## src/rtl/ex_stall_ctrl.sv

```systemverilog
// rtl/ex_stall_ctrl.sv - pipeline stall controller and multi-cycle EX sequencer
// Merges ID load-use and EX multi-cycle stalls; counts madd/div cycles for EX.
module ex_stall_ctrl #(
  parameter int MADD_CYCLES = 2,
  parameter int DIV_CYCLES  = 32,
  parameter int CNT_W       = 6
) (
  input  logic             clk,
  input  logic             rst,
  input  logic             stallreq_id,
  input  logic             ex_op_start,
  input  logic [1:0]       ex_op_kind,
  input  logic             flush,
  output logic [5:0]       stall,
  output logic             ex_mem_bubble,
  output logic [CNT_W-1:0] ex_cnt,
  output logic             ex_done,
  output logic             busy
);

  typedef enum logic [1:0] {
    S_IDLE = 2'd0,
    S_RUN  = 2'd1,
    S_DONE = 2'd2
  } state_t;

  localparam logic [CNT_W-1:0] N_MADD = CNT_W'(MADD_CYCLES);
  localparam logic [CNT_W-1:0] N_DIV  = CNT_W'(DIV_CYCLES);

  localparam logic [5:0] STALL_EX   = 6'b001111;
  localparam logic [5:0] STALL_ID   = 6'b000111;
  localparam logic [5:0] STALL_NONE = 6'b000000;

  state_t           state_q;
  logic [CNT_W-1:0] cnt_q;
  logic [CNT_W-1:0] n_q;
  logic [CNT_W-1:0] n_d;
  logic             start_ok;
  logic             ex_stall;
  logic             last_cycle;

  assign start_ok   = (state_q == S_IDLE) && ex_op_start && (ex_op_kind != 2'b00);
  assign ex_stall   = start_ok || (state_q == S_RUN);
  assign last_cycle = (cnt_q == (n_q - 1'b1));
  assign n_d        = (ex_op_kind == 2'b01) ? N_MADD : N_DIV;

  // Outputs are gated by reset and flush so nothing reaches the pipeline regs.
  always_comb begin
    stall         = STALL_NONE;
    ex_mem_bubble = 1'b0;
    ex_done       = 1'b0;
    busy          = 1'b0;
    if (rst) begin
      busy = (state_q != S_IDLE);
      if (flush) begin
        ex_mem_bubble = 1'b1;
      end else begin
        if (ex_stall) begin
          stall = STALL_EX;
        end else if (stallreq_id) begin
          stall = STALL_ID;
        end
        ex_mem_bubble = stall[3] & ~stall[4];
        ex_done       = (state_q == S_DONE);
      end
    end
  end

  assign ex_cnt = cnt_q;

  always_ff @(posedge clk) begin
    if (!rst) begin
      state_q <= S_IDLE;
      cnt_q   <= '0;
      n_q     <= '0;
    end else if (flush) begin
      state_q <= S_IDLE;
      cnt_q   <= '0;
    end else begin
      case (state_q)
        S_IDLE: begin
          if (start_ok) begin
            state_q <= S_RUN;
            cnt_q   <= CNT_W'(1);
            n_q     <= n_d;
          end
        end
        S_RUN: begin
          if (last_cycle) begin
            state_q <= S_DONE;
            cnt_q   <= '0;
          end else begin
            cnt_q <= cnt_q + 1'b1;
          end
        end
        S_DONE: begin
          state_q <= S_IDLE;
          cnt_q   <= '0;
        end
        default: begin
          state_q <= S_IDLE;
          cnt_q   <= '0;
        end
      endcase
    end
  end

endmodule

```

## config.mk

```make
export PLATFORM = sky130hd
export DESIGN_NAME = ex_stall_ctrl
export DESIGN_NICKNAME = d
export VERILOG_FILES = /design/src/rtl/ex_stall_ctrl.sv
export SDC_FILE = /design/constraint.sdc
export NUM_CORES = 1
export LEC_CHECK = 0
export BUFFER_PORTS_ARGS = -buffer_cell sky130_fd_sc_hd__buf_2
export CAP_MARGIN = 10
export CORE_MARGIN = 3
export CORE_UTILIZATION = 25
export DETAILED_ROUTE_END_ITERATION = 6
export GPL_TIMING_DRIVEN = 1
export SKIP_LAST_GASP = 1
export SYNTH_ARGS = -nofsm -noshare
export SYNTH_HDL_FRONTEND = slang
export SYNTH_SLANG_ARGS = --single-unit
```

## constraint.sdc

```tcl
create_clock -name clk -period 2.35 [get_ports clk]
set_clock_uncertainty 0.05 [all_clocks]
set_input_delay 0.5875 -clock clk [delete_from_list [all_inputs] [get_ports clk]]
set_output_delay 0.5875 -clock clk [all_outputs]
set_load 0.01 [all_outputs]
```

==> results_dict.tcl <==
set metrics [dict create \
    cts_setup_buffers 0 \
    cts.reportedPaths.clkPinSlew_ns 0.06 \
    multi_input_area_um2 372 \
    arrival_ns 1.46 \
    areaGrowthSynthToFinish_pct 21.1 \
    max_freq_ghz 0.476 \
    vdd_drop_max_mv 0.320 \
    seq_area_um2 200 \
    cts_hold_buf 0 \
    wl_per_cell_um 11.3 \
    fin_cells 114 \
    diodes 0 \
    wl_mm 1.29 \
    synth_ff_type "dfxtp_1" \
    cts_tree "yes" \
    ys_seq_elements 10 \
    path_class "register to output port" \
    grt_pass1_wl_mm 2.25 \
    first_pass_iters 3 \
    hold_ws_ns 0.477 \
    fp.dieW_um 55.7 \
    yosysSeqAreaShare_pct 32.5 \
    powerDensity_mw_per_mm2 453 \
    grt_pass1_vias 510 \
    synth_warnings 0 \
    drv_slew 0 \
    synth.top_cells.by_area "dfxtp_1 (32%), xnor2_1 (7.1%), a211oi_1 (4.9%)" \
    portBuffers 19 \
    grt_max_degree 11 \
    tightest_slew_ns 0.492 \
    crit_required_ns 1.71 \
    clock-sinks 10 \
    root_buffer "clkbuf_4" \
    setup_ws_ns 0.248 \
    final_core_util_pct 32.8 \
    path_max_fanout 7 \
    crit_start "state_q[0]" \
    grt.total_usage_pct 8.78 \
    drive_above_1_share_pct 34.9 \
    hp-class "register to register" \
    grt_setup_unrepaired "no" \
    synth_edf_count 0 \
    hpwlAfterDp_mm 1.05 \
    die_h_um 55.7 \
    regToRegStartpoint "ex_cnt[5]" \
    ys_types 31 \
    critPathCaptureType "output port" \
    pre_cts_slack_ns 0.312 \
    setup-violations-final 0 \
    status "complete, no violations" \
    synth_top_cell_area_share_pct 32.5 \
    clockBufferDepth 2 \
    dp_cells 111 \
    period_needed_ns 2.10 \
    cts_made_buffers 3 \
    fin_area_um2 747 \
    core-area_mm2 0.00228 \
    maxSlewHeadroom_pct 66.9 \
    period_share_pct 89.4 \
    drtAntennaViolNets 0 \
    hp-start "n_q[5]" \
    synth_common_cells "dfxtp_1 (10), xnor2_1 (5)" \
    route.detailed.drc 0 \
    start_kind "register" \
    post_drt_via_cell_ratio 4.71 \
    grt-ovfl-total 0 \
    synth_top_area_cell "dfxtp_1" \
    synthArstFlopShare_pct 0 \
    fillCellCount 249 \
    synth.avg_cell_area_um2 9.21 \
    io_pins 22 \
    clk_latency_ns 0.25 \
    yosysMostFrequentCell "dfxtp_1" \
    place.gp.congestion 0.747 \
    htreeDepth 1 \
    timing.setup.tns_ns 0 \
    dpl_cell_area_um2 724 \
    vias 537 \
    antenna_found_initial 0 \
    leakagePower_nw 0.305 \
    synth_area_um2 617 \
    start_util_pct 27.1 \
    finalHoldViolations 0 \
    cap_violations 0 \
    cts_resized 0 \
    die_area_mm2 0.00310 \
    drt_iter0_drc 6 \
    placementRows 17 \
    syn_inst 67 \
    finish.net_count 96 \
    finalPower_mw 0.338 \
]
==> report_power, final <==
part / internal, mW / switching, mW / leakage [nW]
clock: 0.0587 / 0.0500 / 0.0138
combinational: 0.0213 / 0.0303 / 0.210
sequential: 0.173 / 0.00500 / 0.0810
==> worst paths after layout <==
check	endpoint	slack, ns	depth (start not counted)
min	n_q[5]	0.48	1
max	stall[0]	0.25	5
max reg2reg	ex_cnt[1]	0.85	4
min reg2reg	n_q[5]	0.48	1
==> layer usage <==
| metal | vias up | routed length [um] | track usage [%] |
|---|---|---|---|
| met5 | - | 0 | 0 |
| met4 | 0 | 0 | 3.13 |
| met3 | 0 | 46 | 2.55 |
| met2 | 10 | 601 | 13.3 |
| met1 | 252 | 638 | 11.7 |
| li1 | 275 | - | - |
==> logic make-up after synthesis <==
logic type      after synthesis  synth area share, %
compound gates               19                 28.4
xor+xnor                      5                 7.10
other cells                   1                0.608
fa+ha+maj                     1                 2.03
flops                        10                 32.5
buf+inv                       9                 7.91
simple gates                 21                 19.9
mux                           1                 1.62
==> worst max-delay path, cell delays in order, from the launching register on <==
cell and delay (ns):
dfxtp_1 0.51, inv_1 0.13, a21oi_1 0.23, nor2_1 0.06, nor2_1 0.13, buf_2 0.15
==> registers in the layout, summed over array words and instances (netlist names) <==
| name | cells |
|---|---|
| ex_cnt | 6 |
| state_q | 2 |
| n_q | 2 |
==> area by class of cell <==
| type | count | share of cell area (%) |
|---|---|---|
| multi-input combinational | 49 | 49.7 |
| sequential | 10 | 26.8 |
| timing repair buffer | 20 | 13.7 |
| tap | 28 | 4.69 |
| clock buffer | 3 | 3.02 |
| inverter | 4 | 2.01 |
==> cells in the final DEF (no fill, tap or decap) <==
cell / count
nor4b_1: 1
o21a_1: 1
ha_1: 1
and4b_1: 1
a21boi_0: 2
nand2b_1: 1
inv_1: 4
xnor2_1: 5
nand2_1: 4
buf_4: 1
clkbuf_4: 3
nor3_1: 2
o211a_1: 1
o311ai_4: 1
a21oi_1: 3
o21ai_2: 1
a31oi_1: 2
buf_2: 19
dfxtp_1: 10
nand3_1: 2
nand3b_1: 1
or2b_1: 1
conb_1: 2
mux2i_1: 1
nor4_1: 1
a221oi_2: 1
nor2_1: 4
and2b_1: 2
a211oi_1: 4
nor2_4: 1
a211o_2: 1
a211oi_2: 2
(Power assumes the default switching activity.)
